<file path="config.mk">
export PLATFORM = sky130hd
export DESIGN_NAME = regfile_writeback
export DESIGN_NICKNAME = d
export VERILOG_FILES = /design/src/rtl/regfile_writeback_pkg.sv /design/src/rtl/regfile_writeback_wb_fifo.sv /design/src/rtl/regfile_writeback.sv
export SDC_FILE = /design/constraint.sdc
export NUM_CORES = 1
export LEC_CHECK = 0
export CORE_UTILIZATION = 37
export DETAILED_ROUTE_END_ITERATION = 8
export SYNTH_ARGS = -nofsm -noshare
export SYNTH_HDL_FRONTEND = slang
export SYNTH_SLANG_ARGS = --single-unit
</file>
<file path="constraint.sdc">
create_clock -name clk -period 4.17 [get_ports clk]
set_input_delay 0.834 -clock clk [delete_from_list [all_inputs] [get_ports clk]]
set_output_delay 0.834 -clock clk [all_outputs]
set_load 0.005 [all_outputs]
</file>
<file path="src/rtl/regfile_writeback_pkg.sv">
// -----------------------------------------------------------------------------
// regfile_writeback_pkg
//   Shared opcode definitions for the register-file writeback path.
//   - alu_control codes that have special writeback behaviour
//   - fixed destination registers of the dual-result ops (HI/LO)
//   - op classifier used by the writeback top and its hazard compare
// -----------------------------------------------------------------------------
package regfile_writeback_pkg;

  localparam int OP_W = 4;

  localparam logic [OP_W-1:0] OP_NONE = 4'd0;  // no result, accepted and dropped
  localparam logic [OP_W-1:0] OP_MUL  = 4'd1;  // dual result: HI/LO
  localparam logic [OP_W-1:0] OP_DIV  = 4'd2;  // dual result: HI/LO
  localparam logic [OP_W-1:0] OP_ALU  = 4'd3;  // first of the single-result codes

  localparam int HI_REG = 19;
  localparam int LO_REG = 20;

  typedef enum logic [1:0] {
    CLS_NONE   = 2'd0,
    CLS_SINGLE = 2'd1,
    CLS_DUAL   = 2'd2
  } op_class_e;

  function automatic op_class_e classify(input logic [OP_W-1:0] op);
    op_class_e cls;
    cls = CLS_SINGLE;
    if (op == OP_NONE) begin
      cls = CLS_NONE;
    end else if ((op == OP_MUL) || (op == OP_DIV)) begin
      cls = CLS_DUAL;
    end
    return cls;
  endfunction

endpackage

</file>
<file path="src/rtl/regfile_writeback_wb_fifo.sv">
// -----------------------------------------------------------------------------
// wb_fifo
//   DEPTH-entry FIFO of packed writeback entries with synchronous flush.
//   Every slot is exposed together with a valid bit so the parent can compare
//   all pending destinations in parallel; for that reason storage is a plain
//   register array rather than a RAM with a single read port.
// Ports
//   clk, rst_n   clock, async active-low reset (pointers/count only)
//   flush        discard all entries at the edge (wins over push/pop)
//   push         write push_data at tail (ignored when full)
//   pop          advance head (ignored when empty)
//   head_data    entry at the head
//   count        occupancy, 0..DEPTH
//   slot_valid   per physical slot: holds a live entry
//   slot_data    per physical slot: stored entry
// -----------------------------------------------------------------------------
module wb_fifo #(
  parameter int DEPTH = 4,
  parameter int W     = 8
) (
  input  logic                            clk,
  input  logic                            rst_n,
  input  logic                            flush,
  input  logic                            push,
  input  logic [W-1:0]                    push_data,
  input  logic                            pop,
  output logic [W-1:0]                    head_data,
  output logic [$clog2(DEPTH):0]          count,
  output logic [DEPTH-1:0]                slot_valid,
  output logic [DEPTH-1:0][W-1:0]         slot_data
);

  localparam int PW = $clog2(DEPTH);
  localparam int CW = PW + 1;

  logic [W-1:0]  mem [DEPTH];
  logic [PW-1:0] wr_ptr_reg;
  logic [PW-1:0] rd_ptr_reg;
  logic [CW-1:0] count_reg;

  logic full;
  logic empty;
  logic push_ok;
  logic pop_ok;

  assign full    = (count_reg == CW'(DEPTH));
  assign empty   = (count_reg == '0);
  assign push_ok = push & ~full & ~flush;
  assign pop_ok  = pop & ~empty & ~flush;

  // Pointers are PW bits wide, so wrap modulo DEPTH is free (DEPTH is 2^PW).
  always_ff @(posedge clk or negedge rst_n) begin
    if (!rst_n) begin
      wr_ptr_reg <= '0;
      rd_ptr_reg <= '0;
      count_reg  <= '0;
    end else if (flush) begin
      wr_ptr_reg <= '0;
      rd_ptr_reg <= '0;
      count_reg  <= '0;
    end else begin
      if (push_ok) begin
        wr_ptr_reg <= wr_ptr_reg + PW'(1);
      end
      if (pop_ok) begin
        rd_ptr_reg <= rd_ptr_reg + PW'(1);
      end
      case ({push_ok, pop_ok})
        2'b10:   count_reg <= count_reg + CW'(1);
        2'b01:   count_reg <= count_reg - CW'(1);
        default: count_reg <= count_reg;
      endcase
    end
  end

  // Payload storage needs no reset: slot_valid masks stale contents.
  always_ff @(posedge clk) begin
    if (push_ok) begin
      mem[wr_ptr_reg] <= push_data;
    end
  end

  assign head_data = mem[rd_ptr_reg];
  assign count     = count_reg;

  // A physical slot is live when its distance from the head (mod DEPTH)
  // is below the occupancy.
  generate
    for (genvar gi = 0; gi < DEPTH; gi++) begin : g_slot
      logic [PW-1:0] slot_off;
      assign slot_off       = PW'(gi) - rd_ptr_reg;
      assign slot_valid[gi] = ({1'b0, slot_off} < count_reg);
      assign slot_data[gi]  = mem[gi];
    end
  endgenerate

endmodule

</file>
<file path="src/rtl/regfile_writeback.sv">
// -----------------------------------------------------------------------------
// regfile_writeback
//   Writer side of the register_file write port. Execute-stage results arrive
//   over valid/ready, are buffered in a DEPTH-entry FIFO and drained one per
//   cycle into a registered rf_* port. Decode can query whether a source
//   register still has a write in flight (FIFO or live rf_* register).
// Ports
//   clk, rst_n          clock, async active-low reset
//   in_valid/in_ready   result handshake (in_ready low during reset/flush/full)
//   in_op               alu_control code (0 = no result, 1/2 = dual HI/LO)
//   in_waddr            destination for single-result ops
//   in_wdata0/1         primary / secondary result
//   wb_hold             freeze draining
//   flush               discard all queued writes at the edge
//   chk_addr0/1         decode source registers
//   chk_busy0/1         source has a pending write
//   fifo_count          FIFO occupancy
//   rf_wren, rf_waddr, rf_wdata0/1, rf_alu_control   register_file write port
// Configuration
//   WB_BYPASS_EN  when defined, a result arriving with the FIFO empty and no
//                 hold goes straight into the rf_* register at its push edge.
// -----------------------------------------------------------------------------
module regfile_writeback
  import regfile_writeback_pkg::*;
#(
  parameter int DEPTH = 4,
  parameter int AW    = 5,
  parameter int DW    = 32
) (
  input  logic                     clk,
  input  logic                     rst_n,
  input  logic                     in_valid,
  output logic                     in_ready,
  input  logic [3:0]               in_op,
  input  logic [AW-1:0]            in_waddr,
  input  logic [DW-1:0]            in_wdata0,
  input  logic [DW-1:0]            in_wdata1,
  input  logic                     wb_hold,
  input  logic                     flush,
  input  logic [AW-1:0]            chk_addr0,
  input  logic [AW-1:0]            chk_addr1,
  output logic                     chk_busy0,
  output logic                     chk_busy1,
  output logic [$clog2(DEPTH):0]   fifo_count,
  output logic                     rf_wren,
  output logic [AW-1:0]            rf_waddr,
  output logic [DW-1:0]            rf_wdata0,
  output logic [DW-1:0]            rf_wdata1,
  output logic [3:0]               rf_alu_control
);

  typedef struct packed {
    logic [OP_W-1:0] op;
    logic [AW-1:0]   waddr;
    logic [DW-1:0]   wdata0;
    logic [DW-1:0]   wdata1;
  } wb_entry_t;

  localparam int EW = $bits(wb_entry_t);

  // Destination test for one entry: dual ops always target HI and LO.
  function automatic logic dest_match(input wb_entry_t e, input logic [AW-1:0] a);
    logic hit;
    if (classify(e.op) == CLS_DUAL) begin
      hit = (a == AW'(HI_REG)) || (a == AW'(LO_REG));
    end else begin
      hit = (a == e.waddr);
    end
    return hit;
  endfunction

  // ---------------------------------------------------------------------------
  // Input classification
  // ---------------------------------------------------------------------------
  op_class_e in_class;
  wb_entry_t in_entry;
  logic      accept;
  logic      push_req;
  logic      bypass_load;
  logic      fifo_push;
  logic      fifo_pop;

  wb_entry_t                     head_entry;
  logic [EW-1:0]                 head_bits;
  logic [DEPTH-1:0]              slot_valid;
  logic [DEPTH-1:0][EW-1:0]      slot_bits;

  assign in_class = classify(in_op);

  // Dual ops carry a canonical HI destination; waddr from execute is ignored.
  assign in_entry.op     = in_op;
  assign in_entry.waddr  = (in_class == CLS_DUAL) ? AW'(HI_REG) : in_waddr;
  assign in_entry.wdata0 = in_wdata0;
  assign in_entry.wdata1 = in_wdata1;

  // Ready depends only on registered occupancy and external controls, never
  // on this cycle's drain decision.
  assign in_ready = rst_n & ~flush & (fifo_count != ($clog2(DEPTH)+1)'(DEPTH));
  assign accept   = in_valid & in_ready;
  assign push_req = accept & (in_class != CLS_NONE);

`ifdef WB_BYPASS_EN
  assign bypass_load = push_req & (fifo_count == '0) & ~wb_hold;
`else
  assign bypass_load = 1'b0;
`endif

  assign fifo_push = push_req & ~bypass_load;
  assign fifo_pop  = (fifo_count != '0) & ~wb_hold & ~flush;

  wb_fifo #(
    .DEPTH (DEPTH),
    .W     (EW)
  ) u_wb_fifo (
    .clk        (clk),
    .rst_n      (rst_n),
    .flush      (flush),
    .push       (fifo_push),
    .push_data  (in_entry),
    .pop        (fifo_pop),
    .head_data  (head_bits),
    .count      (fifo_count),
    .slot_valid (slot_valid),
    .slot_data  (slot_bits)
  );

  assign head_entry = wb_entry_t'(head_bits);

  // ---------------------------------------------------------------------------
  // rf_* output register: payload holds when nothing is written this cycle.
  // ---------------------------------------------------------------------------
  wb_entry_t rf_entry_reg;
  logic      rf_wren_reg;

  always_ff @(posedge clk or negedge rst_n) begin
    if (!rst_n) begin
      rf_entry_reg <= '0;
      rf_wren_reg  <= 1'b0;
    end else if (flush) begin
      // The write already presented this cycle commits at this edge; nothing
      // new is launched.
      rf_wren_reg <= 1'b0;
    end else if (fifo_pop) begin
      rf_entry_reg <= head_entry;
      rf_wren_reg  <= 1'b1;
    end else if (bypass_load) begin
      rf_entry_reg <= in_entry;
      rf_wren_reg  <= 1'b1;
    end else begin
      rf_wren_reg <= 1'b0;
    end
  end

  assign rf_wren        = rf_wren_reg;
  assign rf_waddr       = rf_entry_reg.waddr;
  assign rf_wdata0      = rf_entry_reg.wdata0;
  assign rf_wdata1      = rf_entry_reg.wdata1;
  assign rf_alu_control = rf_entry_reg.op;

  // ---------------------------------------------------------------------------
  // Hazard compare against every live FIFO slot plus the live rf_* register.
  // ---------------------------------------------------------------------------
  logic [DEPTH-1:0] slot_hit0;
  logic [DEPTH-1:0] slot_hit1;

  generate
    for (genvar gi = 0; gi < DEPTH; gi++) begin : g_busy
      wb_entry_t slot_entry;
      assign slot_entry    = wb_entry_t'(slot_bits[gi]);
      assign slot_hit0[gi] = slot_valid[gi] & dest_match(slot_entry, chk_addr0);
      assign slot_hit1[gi] = slot_valid[gi] & dest_match(slot_entry, chk_addr1);
    end
  endgenerate

  assign chk_busy0 = (|slot_hit0) | (rf_wren_reg & dest_match(rf_entry_reg, chk_addr0));
  assign chk_busy1 = (|slot_hit1) | (rf_wren_reg & dest_match(rf_entry_reg, chk_addr1));

endmodule

</file>
# [After elaboration in Yosys (flattened, before gate mapping)]
# Memories as Yosys holds them, arrays and structs flattened. A register that Yosys moved wholly into a read port is not among the register bits.
# Cells that the tools add are included.
[totals] ff_bits=8 mem_bits_rw=292 in_bits=88 output_inout_bits=80 word_cells=136 n_memories=1
[op_classes] addsub=8 magnitude_cmp=4 eq_ne=36 n_mux=33 bitwise=26 n_reduce_logical=24
[memory_table] memory="u_wb_fifo.mem" depth=4 width=73 rd=5 rd_clocked_by_memory_dff=1 wr=1 line="regfile_writeback_wb_fifo.sv:36" source="logic [W-1:0] mem [DEPTH];"
[ops] op="equality test 5 bit" count=10
[ops] op="2-to-1 mux 2 bit" count=16
[ops] op="equality test 4 x 1 -> 1 bit, second input constant" count=6
[ops] op="equality test 4 x 2 -> 1 bit, second input constant" count=6
[ops] op="logical NOT 4 bit" count=6
[ops] op="bitwise AND 1 bit" count=20
[ops] op="equality test 5 bit, second input constant" count=4
[ops] op="equality test 2 bit, second input constant" count=7
[ops] op="2-to-1 mux 1 bit" count=14
[ops] op="< comparator 2 x 3 -> 1 bit" count=4
[ops] op="logical OR 1 bit" count=8
[ops] op="OR reduction 4 bit" count=2
[ops] op="one-hot mux 3 bit (2 select lines)" count=1
[ops] op="nonzero test 2 bit" count=3
[ops] op="nonzero test 3 bit" count=2
[ops] op="2-to-1 mux 5 bit" count=1
[ops] op="adder 2 x 1 -> 2 bit, second input constant" count=2
[ops] op="NOT 1 bit" count=4
[ops] op="subtractor 1 x 2 -> 2 bit, first input constant" count=2
[ops] op="subtractor 2 bit, first input constant" count=2
[ops] op="adder 3 x 1 -> 3 bit, second input constant" count=1
[ops] op="equality test 3 bit, second input constant" count=1
[ops] op="logical NOT 3 bit" count=1
[ops] op="2-to-1 mux 3 bit" count=1
[ops] op="6 further kinds" count=7

# [Depth between registers and ports, before layout]
[depth] word_depth=11 depth_mapped=10 ltp_nobuf=8

# [Modules after synthesis]
# From an unflattened synthesis, not the netlist that was laid out.
[hier_totals] cells_unflattened=905 area_unflattened_um2=14955.6
[by_module_without_submodules] module="wb_fifo" instances=1 cells_per_inst=465 area_per_inst_um2=11233.3 seq_area_each_um2=8943.6
[by_module_without_submodules] module="regfile_writeback" instances=1 cells_per_inst=440 area_per_inst_um2=3722.3 seq_area_each_um2=1851.8

# [Worst setup path before layout]
# OpenSTA, ideal clock, no wires.
[synth_timing] kind="input to register" start="in flush" end="mem u_wb_fifo.mem[0][0] in the netlist's numbering, enable pin" setup_ps=439 arrival_time_ps=3371 required_ps=3731 setup_slack_ps=360 cell_stages=5 n_path_buf=2 path_cell_list="clkbuf_1 nand2b_1 a211oi_4 buf_6 and2_1"
[synth_via] elab_chain_len=9
[synth_rtl] item="start, declared" line="regfile_writeback.sv:39" source="input logic flush,"
[synth_rtl] item="NOT 1 bit (no source line) (*)"
[synth_rtl] item="bitwise AND 1 bit (2 in series)" line="regfile_writeback.sv:98" source="assign in_ready = rst_n & ~flush & (fifo_count != ($clog2(DEPTH)+1)'(DEPTH));"
[synth_rtl] item="bitwise AND 1 bit" line="regfile_writeback.sv:99" source="assign accept = in_valid & in_ready;"
[synth_rtl] item="bitwise AND 1 bit" line="regfile_writeback.sv:100" source="assign push_req = accept & (in_class != CLS_NONE);"
[synth_rtl] item="bitwise AND 1 bit" line="regfile_writeback_wb_fifo.sv:48" source="assign push_ok = push & ~full & ~flush;"
[synth_rtl] item="bitwise AND 1 bit (*)" line="regfile_writeback_wb_fifo.sv:48"
[synth_rtl] item="2-to-1 mux 1 bit (*)" line="regfile_writeback_wb_fifo.sv:78" source="if (push_ok) begin"
[synth_rtl] item="2-to-1 mux 1 bit (implied by the code) (*)" line="regfile_writeback_wb_fifo.sv:79" source="mem[wr_ptr_reg] <= push_data;"
[synth_rtl] item="end, declared" line="regfile_writeback_wb_fifo.sv:36"
# Every way passes the cells marked *; elsewhere a longest branch is shown, timed or not.

# [Final worst setup path]
[layout_timing] start="in chk_addr0[0]" end="out chk_busy0"
[layout_via] elab_chain_len=6 elab_cells_between_ends=20 cone_classes="eq/ne: 7; mux: 5; bitwise: 6; reduce/logical: 2"
[layout_rtl] item="start, declared" line="regfile_writeback.sv:40" source="input logic [AW-1:0] chk_addr0,"
[layout_rtl] item="equality test 5 bit" line="regfile_writeback.sv:65" source="hit = (a == AW'(HI_REG)) || (a == AW'(LO_REG));"
[layout_rtl] item="logical OR 1 bit" line="regfile_writeback.sv:65"
[layout_rtl] item="2-to-1 mux 1 bit" line="regfile_writeback.sv:64" source="if (classify(e.op) == CLS_DUAL) begin"
[layout_rtl] item="bitwise AND 1 bit" line="regfile_writeback.sv:170" source="assign slot_hit0[gi] = slot_valid[gi] & dest_match(slot_entry, chk_addr0);"
[layout_rtl] item="OR reduction 4 bit" line="regfile_writeback.sv:175" source="assign chk_busy0 = (|slot_hit0) | (rf_wren_reg & dest_match(rf_entry_reg, chk_addr0));"
[layout_rtl] item="bitwise OR 1 bit (*)" line="regfile_writeback.sv:175"
[layout_rtl] item="end, declared" line="regfile_writeback.sv:42" source="output logic chk_busy0,"
# Marked as above.

==> key figures <==
Detailed routing
  – Met3 Routed Length: 1.570 mm
  – Sum of met2 wire segment lengths after detailed routing: 15.60 mm
  – Highest metal used: met4
  – Remaining antenna violation count: 0
  – Total Routed Length: 31.38 mm
  – Routed wirelength normalized by instance count: 21.15 um
  – Number of detailed-routing iterations run before antenna repair: 6
  – DRC: 0
  – Post-Route M1 WL: 13.55 mm
  – Routed vias: 7313
  – DRC marker count from the first detailed-route iteration: 258
  – Routed vias/inst: 4.928

Clocking
  – Clk pin slew, worst setup/hold paths: 0.06 ns
  – CTS tree: done
  – Insertion delay to the later sink of the worst-skew pair: 0.55 ns
  – Buffers inserted during post-CTS setup optimization: 0
  – Number of sinks handled by clock tree synthesis: 373
  – H-tree depth: 2
  – Number of gates given a new drive strength after cts: 0
  – CTS Buf Count: 41
  – CTS Hold Bufs: 0
  – Buffers from clock root to sink, at most: 3
  – Buffer type at the clock tree root: sky130_fd_sc_hd__clkbuf_16

Floorplanning
  – Die span in y: 202.7 um
  – Die X-Extent: 202.7 um
  – Core area: 0.03973 mm^2
  – Number of placed I/O pins: 168
  – Die area: 0.04107 mm^2
  – Total number of placement rows: 73
  – Initial cell density of the core: 0.3750

Synthesis
  – Post-synthesis cell type count: 43
  – Avg Cell Area, Syn: 20.27 um^2
  – Post-synthesis cell type with the largest combined area: sky130_fd_sc_hd__edfxtp_1
  – Prevailing post-synth register cell: sky130_fd_sc_hd__edfxtp_1
  – Share of synthesized area occupied by flip-flops and latches: 0.7246
  – Summed instance area of the synthesized netlist: 0.01490 mm^2
  – Count of flip-flops with a built-in enable after synthesis: 292
  – Syn nets: 832
  – Main area contributors after synthesis: sky130_fd_sc_hd__edfxtp_1 (59%), sky130_fd_sc_hd__dfrtp_1 (14%), sky130_fd_sc_hd__mux4_2 (11%)
  – Area share of the largest cell type after synthesis: 0.5886
  – Number of flip-flops and latches in the synthesized netlist: 373
  – Synthesis Warnings: 0
  – Share of flip-flops with an asynchronous set or reset after synthesis: 0.2172
  – Number of instances in the synthesized netlist: 735

GRT
  – Total routing resource utilization after global routing: 0.1569
  – Initial antenna violation count: 0
  – Maximum number of pins on one net before global-route repair: 79
  – Remaining global-route overflow: 0
  – Via count of the first global-routing pass: 7905
  – Wire length of the first global-routing pass: 47.88 mm

Finish
  – Reg with most FFs: u_wb_fifo.mem
  – Number of flip-flops in the largest register: 292
  – Antenna cell count: 0
  – Fraction of layout cells with a size suffix above 1: 0.2419
  – Layout fillers: 3396
  – Area added between synthesis and finish: 25.24%
  – Final Net Count: 1023

Timing
  – Worst setup slack after layout: 0.2317 ns
  – Fmax: 253.9 MHz
  – Max Slew Vio Count: 0
  – Setup repair after global routing missed its margin: no
  – Fin crit share: 0.9444
  – Setup Viol. Count Final: 0
  – Pin slew with the least headroom to its limit: 0.8326 ns
  – Post-route setup TNS: 0 ns
  – Final hold viol count: 0
  – Post-layout minimum cycle time: 3.938 ns
  – Setup skew after layout: 0.02215 ns
  – Worst slew margin: 0.4449

Critical path
  – Worst Setup Start Kind: input pin
  – Flop-to-flop setup slack: 1.82 ns
  – Depth of the most critical reg-to-reg path: 8
  – Worst Path Required: 3.34 ns
  – Endpoint of the worst register-to-register path: u_wb_fifo.count[2]
  – Worst Path Max Fanout: 7
  – Critical path origin: chk_addr0[0]
  – Startpoint of the worst-slack reg-to-reg timing path: u_wb_fifo.count[2]
  – Crit path DAT: 3.10 ns
  – Kind of critical path: input pin to output port
  – CP Capture Type: output port

Min path
  – Type of the tightest min-delay check: input pin to asynchronous set/reset pin

Power
  – Power density over the cells: 554.4 mW/mm^2
  – Total design power: 10340 uW
  – Leakage power of the design: 0.006243 uW
  – Worst vdd rail ir drop: 0.3089 mV

Placement
  – Post-place setup slack: 0.2197 ns
  – Number of I/O port buffers: 167
  – Detailed placer's ending HPWL: 18.51 mm
  – Routability congestion estimate: 0.8245

Flow run
  – Number of max-cap violations: 0

Status
  – Status: completed
-- cells in the mapped netlist (2+ instances only) --
cell,number
sky130_fd_sc_hd__or3b_4,2
sky130_fd_sc_hd__mux2_4,5
sky130_fd_sc_hd__mux2_1,12
sky130_fd_sc_hd__o21ai_0,3
sky130_fd_sc_hd__edfxtp_1,292
sky130_fd_sc_hd__buf_2,14
sky130_fd_sc_hd__buf_1,3
sky130_fd_sc_hd__nor2_1,13
sky130_fd_sc_hd__xor2_1,35
sky130_fd_sc_hd__nand2_1,9
sky130_fd_sc_hd__a211oi_1,2
sky130_fd_sc_hd__ha_1,8
sky130_fd_sc_hd__nand3b_1,2
sky130_fd_sc_hd__nand2b_1,7
sky130_fd_sc_hd__nor3_1,10
sky130_fd_sc_hd__a2111o_1,2
sky130_fd_sc_hd__mux4_2,73
sky130_fd_sc_hd__nor2_2,2
sky130_fd_sc_hd__o311a_1,2
sky130_fd_sc_hd__a22oi_1,5
sky130_fd_sc_hd__nand3_1,6
sky130_fd_sc_hd__a21oi_1,10
sky130_fd_sc_hd__and2_1,8
sky130_fd_sc_hd__buf_4,6
sky130_fd_sc_hd__buf_12,2
sky130_fd_sc_hd__a21oi_4,2
sky130_fd_sc_hd__mux2_2,57
sky130_fd_sc_hd__or4_1,4
sky130_fd_sc_hd__inv_1,5
sky130_fd_sc_hd__clkbuf_1,5
sky130_fd_sc_hd__xnor2_1,28
sky130_fd_sc_hd__o22ai_1,2
sky130_fd_sc_hd__or3_1,2
sky130_fd_sc_hd__buf_6,8
sky130_fd_sc_hd__dfrtp_1,81
-- placed cells by master (no fill, tap or decap), types with 13 or more instances in the layout --
| cell type | instances |
|---|---|
| sky130_fd_sc_hd__nor2_1 | 13 |
| sky130_fd_sc_hd__mux4_2 | 73 |
| sky130_fd_sc_hd__xor2_1 | 35 |
| sky130_fd_sc_hd__xnor2_1 | 28 |
| sky130_fd_sc_hd__dfrtp_1 | 79 |
| sky130_fd_sc_hd__edfxtp_1 | 292 |
| sky130_fd_sc_hd__mux2_2 | 57 |
| sky130_fd_sc_hd__clkbuf_16 | 43 |
| sky130_fd_sc_hd__clkdlybuf4s50_1 | 166 |
-- stage by stage --
| step | utilization | area [um^2] | hold WS, ns | instances |
|---|---|---|---|---|
| 3_3_place_gp | 0.4339 | 17240 | 0.4690 | 1408 |
| 6_report | 0.4696 | 18660 | 0.4666 | 1484 |
| 5_1_grt | 0.4696 | 18660 | 0.4993 | 1484 |
| 3_5_place_dp | 0.4339 | 17240 | 0.4751 | 1408 |
| 4_1_cts | 0.4696 | 18660 | 0.4889 | 1484 |
| 2_1_floorplan | - | 14900 | 0.4828 | 735 |
-- how the worst max path moves through the flow --
stage               slack [ns]                   to
global placement          0.26            chk_busy0
finish                    0.23            chk_busy0
floorplan                 0.36  u_wb_fifo.mem[0][0]
global route              0.15            chk_busy1
CTS                       0.24            chk_busy0
detailed placement        0.22            chk_busy0
-- metal layers --
| metal | vias up | track usage |
|---|---|---|
| met5 | - | 0 |
| met4 | 0 | 0.04565 |
| met3 | 50 | 0.03852 |
| met2 | 169 | 0.2641 |
| met1 | 3805 | 0.2010 |
| li1 | 3289 | - |
-- cell families after synthesis --
family | count (synthesis) | synth area share
xor gates and xnor gates | 63 | 0.03704
and+or+nand+nor | 68 | 0.02562
adders and majority gates | 9 | 0.008063
DFF | 373 | 0.7246
AOI/OAI and AO/OA | 31 | 0.01671
muxes | 148 | 0.1682
buffers and inverters | 43 | 0.01974
-- worst max-delay path, stage by stage --
cell                              delay (ns)
sky130_fd_sc_hd__clkdlybuf4s50_1        0.62
sky130_fd_sc_hd__or3b_4                 0.50
sky130_fd_sc_hd__a21oi_4                0.21
sky130_fd_sc_hd__a22oi_1                0.12
sky130_fd_sc_hd__o22ai_1                0.19
sky130_fd_sc_hd__a2111o_1               0.14
sky130_fd_sc_hd__clkdlybuf4s50_1        0.49
-- where the power goes --
group	switching, uW	total, uW	internal, uW	leakage [uW]
clock	1440	3780	2340	0.000685
sequential	250	4680	4430	0.00363
combinational	657	1890	1230	0.00193
total	2350	10300	7990	0.00624
-- area by class of cell --
| cell class | count | area (um^2) | share of cell area |
|---|---|---|---|
| sequential | 373 | 10800 | 0.5790 |
| timing repair buffer | 186 | 1937 | 0.1038 |
| tap | 525 | 656.9 | 0.03521 |
| clock buffer | 55 | 1121 | 0.06009 |
| inverter | 5 | 18.77 | 0.001006 |
| multi-input combinational | 319 | 3825 | 0.2050 |
| clock inverter | 21 | 296.5 | 0.01589 |
Power figures use the tool's default switching activity.
